--- src/rtl/camera_pkg.sv ---
// camera_pkg: shared types and constants for the sensor configuration sequencer.
//   cfg_state_t : sequencer states
//   CFG_END     : table end marker
//   CFG_DELAY   : table delay marker
//   Q_* / BIT_* : quarter-phase and bit positions within an SCCB write
package camera_pkg;

  typedef enum logic [3:0] {
    ST_IDLE,
    ST_PWRUP,
    ST_FETCH,
    ST_DELAY,
    ST_START,
    ST_BYTE,
    ST_STOP,
    ST_GAP,
    ST_DONE
  } cfg_state_t;

  localparam logic [15:0] CFG_END      = 16'hFFFF;
  localparam logic [15:0] CFG_DELAY    = 16'hFFF0;

  localparam logic [1:0]  Q_START_LAST = 2'd1;   // START is two quarters
  localparam logic [1:0]  Q_BIT_LAST   = 2'd3;   // each bit is four quarters
  localparam logic [1:0]  Q_STOP_LAST  = 2'd2;   // STOP is three quarters
  localparam logic [3:0]  BIT_ACK      = 4'd8;   // ninth (don't-care) bit
  localparam logic [1:0]  BYTE_LAST    = 2'd2;   // ID, sub-addr, data
  localparam logic [3:0]  GAP_LAST     = 4'd15;  // 16 idle quarters

endpackage

--- src/rtl/sccb_tick_gen.sv ---
// sccb_tick_gen: quarter-bit timing base for the SCCB master.
//   clk     in  system clock
//   rst_n   in  async active-low reset
//   restart in  synchronous restart; next tick arrives QDIV clk later
//   tick    out 1-clk pulse every QDIV clk
module sccb_tick_gen #(
  parameter int unsigned QDIV = 10
) (
  input  logic clk,
  input  logic rst_n,
  input  logic restart,
  output logic tick
);

  localparam int unsigned CW = (QDIV > 1) ? $clog2(QDIV) : 1;

  logic [CW-1:0] cnt;

  always_ff @(posedge clk or negedge rst_n) begin
    if (!rst_n) begin
      cnt <= '0;
    end else if (restart || (cnt == CW'(QDIV - 1))) begin
      cnt <= '0;
    end else begin
      cnt <= cnt + CW'(1);
    end
  end

  assign tick = (cnt == CW'(QDIV - 1));

endmodule

--- src/rtl/camera_sccb_cfg.sv ---
// camera_sccb_cfg: power-up configuration sequencer for the image sensor.
// Walks an external register table and issues one 3-phase SCCB write
// (DEV_ID, reg_addr, reg_data) per entry; 16'hFFFF ends the table,
// 16'hFFF0 inserts a DELAY_CYC pause.
//   clk, rst_n        clock, async active-low reset
//   start             1-clk pulse, rerun table (ignored unless idle)
//   tbl_idx/tbl_data  table index out, {reg_addr, reg_data} in one clk later
//   busy, cfg_done    sequence running / sequence complete (held until start)
//   sio_c             SCCB clock, push-pull
//   sio_d_o/sio_d_oe  SCCB data and its drive enable (0 = released)
module camera_sccb_cfg
  import camera_pkg::*;
#(
  parameter int unsigned CLK_FREQ   = 24_000_000,
  parameter int unsigned SCCB_FREQ  = 100_000,
  parameter logic [7:0]  DEV_ID     = 8'h42,
  parameter int unsigned NUM_REGS   = 256,
  parameter int unsigned PWRUP_CYC  = 24_000,
  parameter int unsigned DELAY_CYC  = 240_000,
  parameter logic        AUTO_START = 1'b1,
  localparam int unsigned IW        = $clog2(NUM_REGS)
) (
  input  logic          clk,
  input  logic          rst_n,
  input  logic          start,
  output logic [IW-1:0] tbl_idx,
  input  logic [15:0]   tbl_data,
  output logic          busy,
  output logic          cfg_done,
  output logic          sio_c,
  output logic          sio_d_o,
  output logic          sio_d_oe
);

  localparam int unsigned QDIV = CLK_FREQ / (4 * SCCB_FREQ);

  cfg_state_t  state, state_nxt;
  logic [31:0] wait_cnt;
  logic        fetch_ph;
  logic [15:0] entry;
  logic [1:0]  qph;
  logic [3:0]  bit_cnt;
  logic [1:0]  byte_cnt;
  logic [3:0]  gap_cnt;
  logic [7:0]  shreg;
  logic        auto_pend;
  logic        tick;
  logic        restart;
  logic        go;
  logic        last_idx;
  logic        pwrup_end;
  logic        delay_end;
  logic        c_nxt, d_nxt, oe_nxt, busy_nxt;

  assign go        = (state == ST_IDLE) && (start || auto_pend);
  assign last_idx  = (tbl_idx == IW'(NUM_REGS - 1));
  assign pwrup_end = (wait_cnt == 32'(PWRUP_CYC - 1));
  assign delay_end = (wait_cnt == 32'(DELAY_CYC - 1));
  assign restart   = (state == ST_FETCH) && (state_nxt == ST_START);

  sccb_tick_gen #(
    .QDIV (QDIV)
  ) u_tick (
    .clk     (clk),
    .rst_n   (rst_n),
    .restart (restart),
    .tick    (tick)
  );

  always_ff @(posedge clk or negedge rst_n) begin
    if (!rst_n) begin
      state <= ST_IDLE;
    end else begin
      state <= state_nxt;
    end
  end

  // The entry is decoded straight from tbl_data on the second FETCH clk; it
  // only steers state, so no path from tbl_data reaches the bus pins.
  always_comb begin
    state_nxt = state;
    unique case (state)
      ST_IDLE:  if (go) state_nxt = ST_PWRUP;
      ST_PWRUP: if (pwrup_end) state_nxt = ST_FETCH;
      ST_FETCH: begin
        if (fetch_ph) begin
          if (tbl_data == CFG_END)        state_nxt = ST_DONE;
          else if (tbl_data == CFG_DELAY) state_nxt = ST_DELAY;
          else                            state_nxt = ST_START;
        end
      end
      ST_DELAY: if (delay_end) state_nxt = last_idx ? ST_DONE : ST_FETCH;
      ST_START: if (tick && (qph == Q_START_LAST)) state_nxt = ST_BYTE;
      ST_BYTE: begin
        if (tick && (qph == Q_BIT_LAST) && (bit_cnt == BIT_ACK) && (byte_cnt == BYTE_LAST))
          state_nxt = ST_STOP;
      end
      ST_STOP:  if (tick && (qph == Q_STOP_LAST)) state_nxt = ST_GAP;
      ST_GAP:   if (tick && (gap_cnt == GAP_LAST)) state_nxt = last_idx ? ST_DONE : ST_FETCH;
      ST_DONE:  state_nxt = ST_IDLE;
      default:  state_nxt = ST_IDLE;
    endcase
  end

  // Counters and shift register. Phase counters restart on every state
  // change; within BYTE the 2-bit qph wraps naturally from bit to bit.
  always_ff @(posedge clk or negedge rst_n) begin
    if (!rst_n) begin
      wait_cnt  <= '0;
      fetch_ph  <= 1'b0;
      entry     <= '0;
      qph       <= '0;
      bit_cnt   <= '0;
      byte_cnt  <= '0;
      gap_cnt   <= '0;
      shreg     <= '0;
      tbl_idx   <= '0;
      auto_pend <= AUTO_START;
    end else begin
      if (state != state_nxt) begin
        wait_cnt <= '0;
        fetch_ph <= 1'b0;
        qph      <= '0;
        gap_cnt  <= '0;
      end else begin
        if ((state == ST_PWRUP) || (state == ST_DELAY)) wait_cnt <= wait_cnt + 32'd1;
        if (state == ST_FETCH) fetch_ph <= ~fetch_ph;
        if (tick) begin
          qph <= qph + 2'd1;
          if (state == ST_GAP) gap_cnt <= gap_cnt + 4'd1;
        end
      end

      if (go) begin
        auto_pend <= 1'b0;
        tbl_idx   <= '0;
      end

      if ((state == ST_FETCH) && fetch_ph) entry <= tbl_data;

      if (restart) begin
        shreg    <= DEV_ID;
        bit_cnt  <= '0;
        byte_cnt <= '0;
      end

      if ((state == ST_BYTE) && tick && (qph == Q_BIT_LAST)) begin
        if (bit_cnt == BIT_ACK) begin
          bit_cnt  <= '0;
          byte_cnt <= byte_cnt + 2'd1;
          shreg    <= (byte_cnt == 2'd0) ? entry[15:8] : entry[7:0];
        end else begin
          bit_cnt <= bit_cnt + 4'd1;
          shreg   <= {shreg[6:0], 1'b0};
        end
      end

      if (((state == ST_GAP) || (state == ST_DELAY)) && (state_nxt == ST_FETCH))
        tbl_idx <= tbl_idx + IW'(1);
    end
  end

  // Pin values for the current quarter; the register below delays every pin
  // by the same single clk, so C/D relationships are preserved.
  always_comb begin
    c_nxt    = 1'b1;
    d_nxt    = 1'b1;
    oe_nxt   = 1'b0;
    busy_nxt = !((state_nxt == ST_IDLE) || (state_nxt == ST_DONE));
    unique case (state)
      ST_START: begin
        oe_nxt = 1'b1;
        d_nxt  = (qph == 2'd0);
      end
      ST_BYTE: begin
        c_nxt = qph[1];
        if (bit_cnt == BIT_ACK) begin
          oe_nxt = 1'b0;
          d_nxt  = 1'b1;
        end else begin
          oe_nxt = 1'b1;
          d_nxt  = shreg[7];
        end
      end
      ST_STOP: begin
        oe_nxt = 1'b1;
        c_nxt  = (qph != 2'd0);
        d_nxt  = (qph == Q_STOP_LAST);
      end
      default: begin
        c_nxt  = 1'b1;
        d_nxt  = 1'b1;
        oe_nxt = 1'b0;
      end
    endcase
  end

  always_ff @(posedge clk or negedge rst_n) begin
    if (!rst_n) begin
      sio_c    <= 1'b1;
      sio_d_o  <= 1'b1;
      sio_d_oe <= 1'b0;
      busy     <= 1'b0;
      cfg_done <= 1'b0;
    end else begin
      sio_c    <= c_nxt;
      sio_d_o  <= d_nxt;
      sio_d_oe <= oe_nxt;
      busy     <= busy_nxt;
      if (go)                          cfg_done <= 1'b0;
      else if (state_nxt == ST_DONE)   cfg_done <= 1'b1;
    end
  end

endmodule
--- config.mk ---
export PLATFORM = sky130hd
export DESIGN_NAME = camera_sccb_cfg
export DESIGN_NICKNAME = d
export VERILOG_FILES = /design/src/rtl/camera_pkg.sv /design/src/rtl/sccb_tick_gen.sv /design/src/rtl/camera_sccb_cfg.sv
export SDC_FILE = /design/constraint.sdc
export NUM_CORES = 1
export LEC_CHECK = 0
export CORE_ASPECT_RATIO = 0.7
export CORE_UTILIZATION = 45
export DETAILED_ROUTE_END_ITERATION = 10
export PLACE_DENSITY = 0.72
export SLEW_MARGIN = 20
export SYNTH_ARGS = -nofsm -noshare
export SYNTH_HDL_FRONTEND = slang
export SYNTH_SLANG_ARGS = --single-unit
--- constraint.sdc ---
create_clock -name clk -period 7 [get_ports clk]
set_clock_uncertainty 0.15 [all_clocks]
set_input_delay 1.05 -clock clk [delete_from_list [all_inputs] [get_ports clk]]
set_output_delay 1.05 -clock clk [all_outputs]
set_load 0.05 [all_outputs]
Word level (Yosys, flattened, before mapping). Cells that the tools add are included.

Bits in read-only memories: 0. Memories kept: 0. Bits in writable memories: 0. Bits in registers: 93. Output and inout bits: 13. Input bits: 19. Latch bits: 0.

Multiplexer cells: 41. Magnitude comparators: 0. Reduce and logical (&&, ||, !) cells: 32. Div/mod/pow operators: 0. Shift operators: 0. Add/subtract/negate cells: 7. Equality and inequality tests: 23. Multipliers: 0. Bitwise operators: 1.

Operators by type and width (number): $mux W32 (2); $mux W4 (16); $mux W8 (6); $add A32 B1 Y32 const B (1); $eq A16 B16 Y1 const B (2); $eq A32 B15 Y1 const B (1); $eq A32 B18 Y1 const B (1); $pmux W4 S8 (1); $eq A4 B3 Y1 const B (5); $reduce_bool A2 Y1 (8); $eq A4 B2 Y1 const B (3); $eq A4 B4 Y1 const B (3); $logic_and A1 B1 Y1 (12); $mux W2 (5); $add A4 B1 Y4 const B (2); $add A8 B1 Y8 const B (1); $eq A8 B8 Y1 const B (1); $logic_not A4 Y1 (2); $add A6 B1 Y6 const B (1); $eq A2 B2 Y1 const B (3); $eq A6 B6 Y1 const B (1); $mux W1 (6); $mux W6 (1); $logic_or A1 B1 Y1 (5); other kinds (12) (15).

Logic depth before layout (Yosys ltp).
Depth in word-level cells: 11. Depth in mapped cells: 10.

Hierarchy. Synthesis repeated with hierarchy kept, for this count alone.

Cell total of the unflattened synthesis: 477. Area total of the unflattened synthesis: 4784.6 um^2.

By module, submodules not included: camera_sccb_cfg (cells an instance 450, instances 1, area an instance 4519.3 um^2); sccb_tick_gen (cells an instance 27, instances 1, area an instance 265.3 um^2).

Least setup slack after synthesis. No wires, ideal clock.

Kind: in2reg. Start: input port tbl_data[1]. End: register busy. Setup slack: 4.146 ns. Cell stages on the path: 6. Required time: 6.711 ns. Arrival: 2.566 ns. Path through: or4_4 > nand2_2 > a21oi_2 > or2_1 > or2_0 > or4_1.

Word-level cells in the longest chain between the ends: 8.

Ends and longest elaborated chain: start: declaration (line camera_sccb_cfg.sv:27) `input logic [15:0] tbl_data,`; $eq A16 B16 Y1 (line camera_sccb_cfg.sv:88) `else if (tbl_data == CFG_DELAY) state_nxt = ST_DELAY;`; $mux W3 (line camera_sccb_cfg.sv:88); $mux W4 (*) (line camera_sccb_cfg.sv:87) `if (tbl_data == CFG_END) state_nxt = ST_DONE;`; $mux W4 (*) (line camera_sccb_cfg.sv:86) `if (fetch_ph) begin`; $pmux W4 S8 (*) (line camera_sccb_cfg.sv:82) `unique case (state)`; net state_nxt[2] (line camera_sccb_cfg.sv:37) `cfg_state_t state, state_nxt;`; $eq A4 B4 Y1 / $logic_not A4 Y1 (equally long branches) (line camera_sccb_cfg.sv:169) `busy_nxt = !((state_nxt == ST_IDLE) || (state_nxt == ST_DONE));`; $logic_or A1 B1 Y1 (*) (line camera_sccb_cfg.sv:169); $logic_not A1 Y1 (*) (line camera_sccb_cfg.sv:169); net busy_nxt (line camera_sccb_cfg.sv:53) `logic c_nxt, d_nxt, oe_nxt, busy_nxt;`; end signal: assignment (line camera_sccb_cfg.sv:209) `busy <= busy_nxt;`; end: declaration (line camera_sccb_cfg.sv:28) `output logic busy,`.

Mark *: on every way through the listed nets, which the timed path passes. The rest lies on a longest branch. A chain may end at the register's enable or synchronous reset.

Worst setup path after layout.
Start: register state[3]. End: register wait_cnt[6].

Word-level cells in the longest chain between the ends: 6.

Ends and longest elaborated chain: start: declaration (line camera_sccb_cfg.sv:37); start signal: assignment (line camera_sccb_cfg.sv:74) `state <= state_nxt;`; $logic_not A4 Y1 (line camera_sccb_cfg.sv:55, camera_sccb_cfg.sv:82); $logic_and A1 B1 Y1 (line camera_sccb_cfg.sv:55) `assign go = (state == ST_IDLE) && (start || auto_pend);`; $mux W4 (line camera_sccb_cfg.sv:83) `ST_IDLE: if (go) state_nxt = ST_PWRUP;`; $pmux W4 S8 (line camera_sccb_cfg.sv:82); $ne A4 B4 Y1 (line camera_sccb_cfg.sv:120) `if (state != state_nxt) begin`; $mux W32 / $reduce_bool A2 Y1 (equally long branches); end signal: assignment (line camera_sccb_cfg.sv:126) `if ((state == ST_PWRUP) || (state == ST_DELAY)) wait_cnt <= wait_cnt + 32'd1;`; end: declaration (line camera_sccb_cfg.sv:38) `logic [31:0] wait_cnt;`.

Parallel ways exist; a longest one is shown, timed or not.

==> metrics <==
Avg Inst Size Synth=10.38 um^2; CTS root buf=clkbuf_16; Num CTS Buffers=9; post-synthesis cell area=approximately 5400 um^2; Bufs on Longest Clock Path=2; ys async rst share=100.0%; final hold violation count=0; WL final=around 12 mm; Seq/Total Area, Yosys=about 43%; cts hold-fix bufs=0; max cap viols=0; Remaining Overflow, GRT=0; Syn Nets=around 550; Worst Hold Class=flip-flop to flip-flop; n_diodes=0; Post-DRT Antenna Nets=0; gr usage total=about a fifth; CTS tree=done; CP max FO=33; Nets=570; top cells by area, synth=dfrtp_1, nor3_2, mux2_2; Detailed Place HPWL=between 8 and 9 mm; Vias=4,056; Tcrit/Tclk final=between 50% and 60%; Setup TNS=0 ns; layout cells sized above 1=a little under a fifth; status=finished, final reports clean; Post-route DRC=0; area delta synth->final=13.22%; Rel. slew slack=34.80%; Core Rows=32; clk sinks=93; crit end category=flip-flop; worst skew pair latency=0.35 ns; Setup Fix Bufs, Post-CTS=0; post-synthesis register bit count=93; Worst Tran Pin Value=roughly 0.98 ns; via density per instance=5.819; DRT Pass-1 Iters=5; Post-Syn Instances=~520; starting DRC count in detailed routing=between 300 and 400; IO Count=32; initial antenna violation count=0; peak supply drop=0.1218 mV; Slew Limit Fails=0; PD cells=roughly 200 nW/um^2; Hold Slack=0.3054 ns; main flop type after synthesis=dfrtp_1; critical path class=flip-flop to flip-flop; top post-synthesis cells by count=dfrtp_1, nand3_1, nor2_1, nand2_1, nor3_2; H-tree depth=3; setup violators final=0; DIE WIDTH=approximately 130 um; EDFF count, synth=0; Post-CTS Resized=0; final critical path time including I/O delays and setup=between 3 and 4 ns; WP data arrival=between 3 and 4 ns; vias in the first global route=approximately 3,900; first-pass GRT wire length=slightly above 20 mm; most common cell in the netlist=dfrtp_1; IO buf count=31; Yosys cell types=68; Die H=~93 um; DR WL/cell=16.72 um; core box area=between 10,000 and 15,000 um^2; die area=12,370 um^2; CTS clock-pin slew for the worst setup and hold paths=0.07 ns; CP Data Required Time=a little over 7 ns; warnings from Yosys=0; cell taking the most area after synthesis=dfrtp_1; Placer Congestion=~0.8; fmax=around 0.28 GHz; Leak=between 0.002 and 0.003 uW; largest net degree at the start of global routing=between 70 and 80; critical path launch point type=flip-flop; post-synth top area share=between 40% and 50%; starting density of the core=between 40% and 50%; RSZ-0062 raised after global routing=false
## cells by family (layout without fill, tap and decap cells)
kind of cell,count (synthesis),after routing,share of synthesized area [%]
buffers and inverters,33,60,3.591
AOI/OAI and AO/OA,63,63,8.163
adders and majority gates,12,12,2.798
muxes,30,30,6.040
and+or+nand+nor,244,244,29.10
xor gates and xnor gates,42,42,6.856
DFF,93,93,43.45
## final cells by class
class | instances | area, um^2
well taps | 153 | 191.4
fillers | 994 | 5216
repair buffers | 33 | 322.8
multi-input cells | 391 | 2841
clock inverters | 7 | 121.4
flip-flops and latches | 93 | 2331
inverters | 11 | 41.29
clock buffers | 9 | 225.2
## registers in the layout, indices dropped and copies added, names as in the netlist, 2 cells and up
| register | flops |
|---|---|
| gap_cnt | 4 |
| tbl_idx | 8 |
| byte_cnt | 2 |
| u_tick.cnt | 6 |
| qph | 2 |
| wait_cnt | 32 |
| shreg | 8 |
| bit_cnt | 4 |
| entry | 16 |
| state | 4 |
## through the flow
stage                     instances  utilization (%)  power [uW]  instance area, um^2  setup WS (ns)
after floorplan                 517                -       647.4                 5365          4.146
after global placement          681            50.73       682.1                 5728          3.354
after detailed placement        681            50.73       686.6                 5728          3.232
after CTS                       697            53.80        1254                 6075          3.367
after global routing            697            53.80        1288                 6075          3.042
final                           697            53.80        1243                 6075          3.368
## critical path: stages, from the launching register on
cell	delay [ns]
dfrtp_1	0.53
nor2_1	0.80
nand3_2	0.63
nor3_1	0.52
a311oi_2	0.20
nand2_4	0.52
nor3_1	0.11
## path summary, 6_finish.rpt
check	startpoint	to	slack [ns]	cells after the start
worst max-delay path	state[3]$_DFF_PN0_	wait_cnt[6]$_DFFE_PN0P_	3.37	6
min in group asynchronous	rst_n	entry[15]$_DFFE_PN0P_	0.40	1
worst min-delay path	u_tick.cnt[0]$_DFF_PN0_	u_tick.cnt[0]$_DFF_PN0_	0.31	1
worst max register to register	state[3]$_DFF_PN0_	wait_cnt[6]$_DFFE_PN0P_	3.37	6
worst min register to register	u_tick.cnt[0]$_DFF_PN0_	u_tick.cnt[0]$_DFF_PN0_	0.31	1
max in group asynchronous	rst_n	byte_cnt[0]$_DFF_PN0_	5.06	2
## where the power goes
| group | leakage, uW | internal (uW) | switching, uW |
|---|---|---|---|
| Clock | 0.000158 | 350 | 216 |
| Combinational | 0.00125 | 44.6 | 56.1 |
| Sequential | 0.00115 | 555 | 20.7 |
## layer usage
layer | GRT usage, % | vias up | share of wire (%)
met1 | 31.12 | 1995 | 50
met2 | 29.82 | 127 | 42
met5 | 0 | - | 0
met3 | 4.173 | 13 | 6.4
li1 | - | 1921 | -
met4 | 5.747 | 0 | 1.1
## cell usage in the layout (no fill, tap or decap), drive strengths merged, types with 7 or more instances in the layout
master         instances
dfrtp                 90
o21ai                 20
nand4                 18
and2                   7
and3                  14
clkdlybuf4s50         30
a21o                   7
inv                   11
nand3                 37
nor3                  47
mux2                  19
xnor2                 23
a21oi                 17
mux2i                 11
nor4                  14
ha                    12
clkbuf                 9
xor2                  19
nor2                  34
nand2                 34
Note: power is estimated with default switching activity, not from simulation.
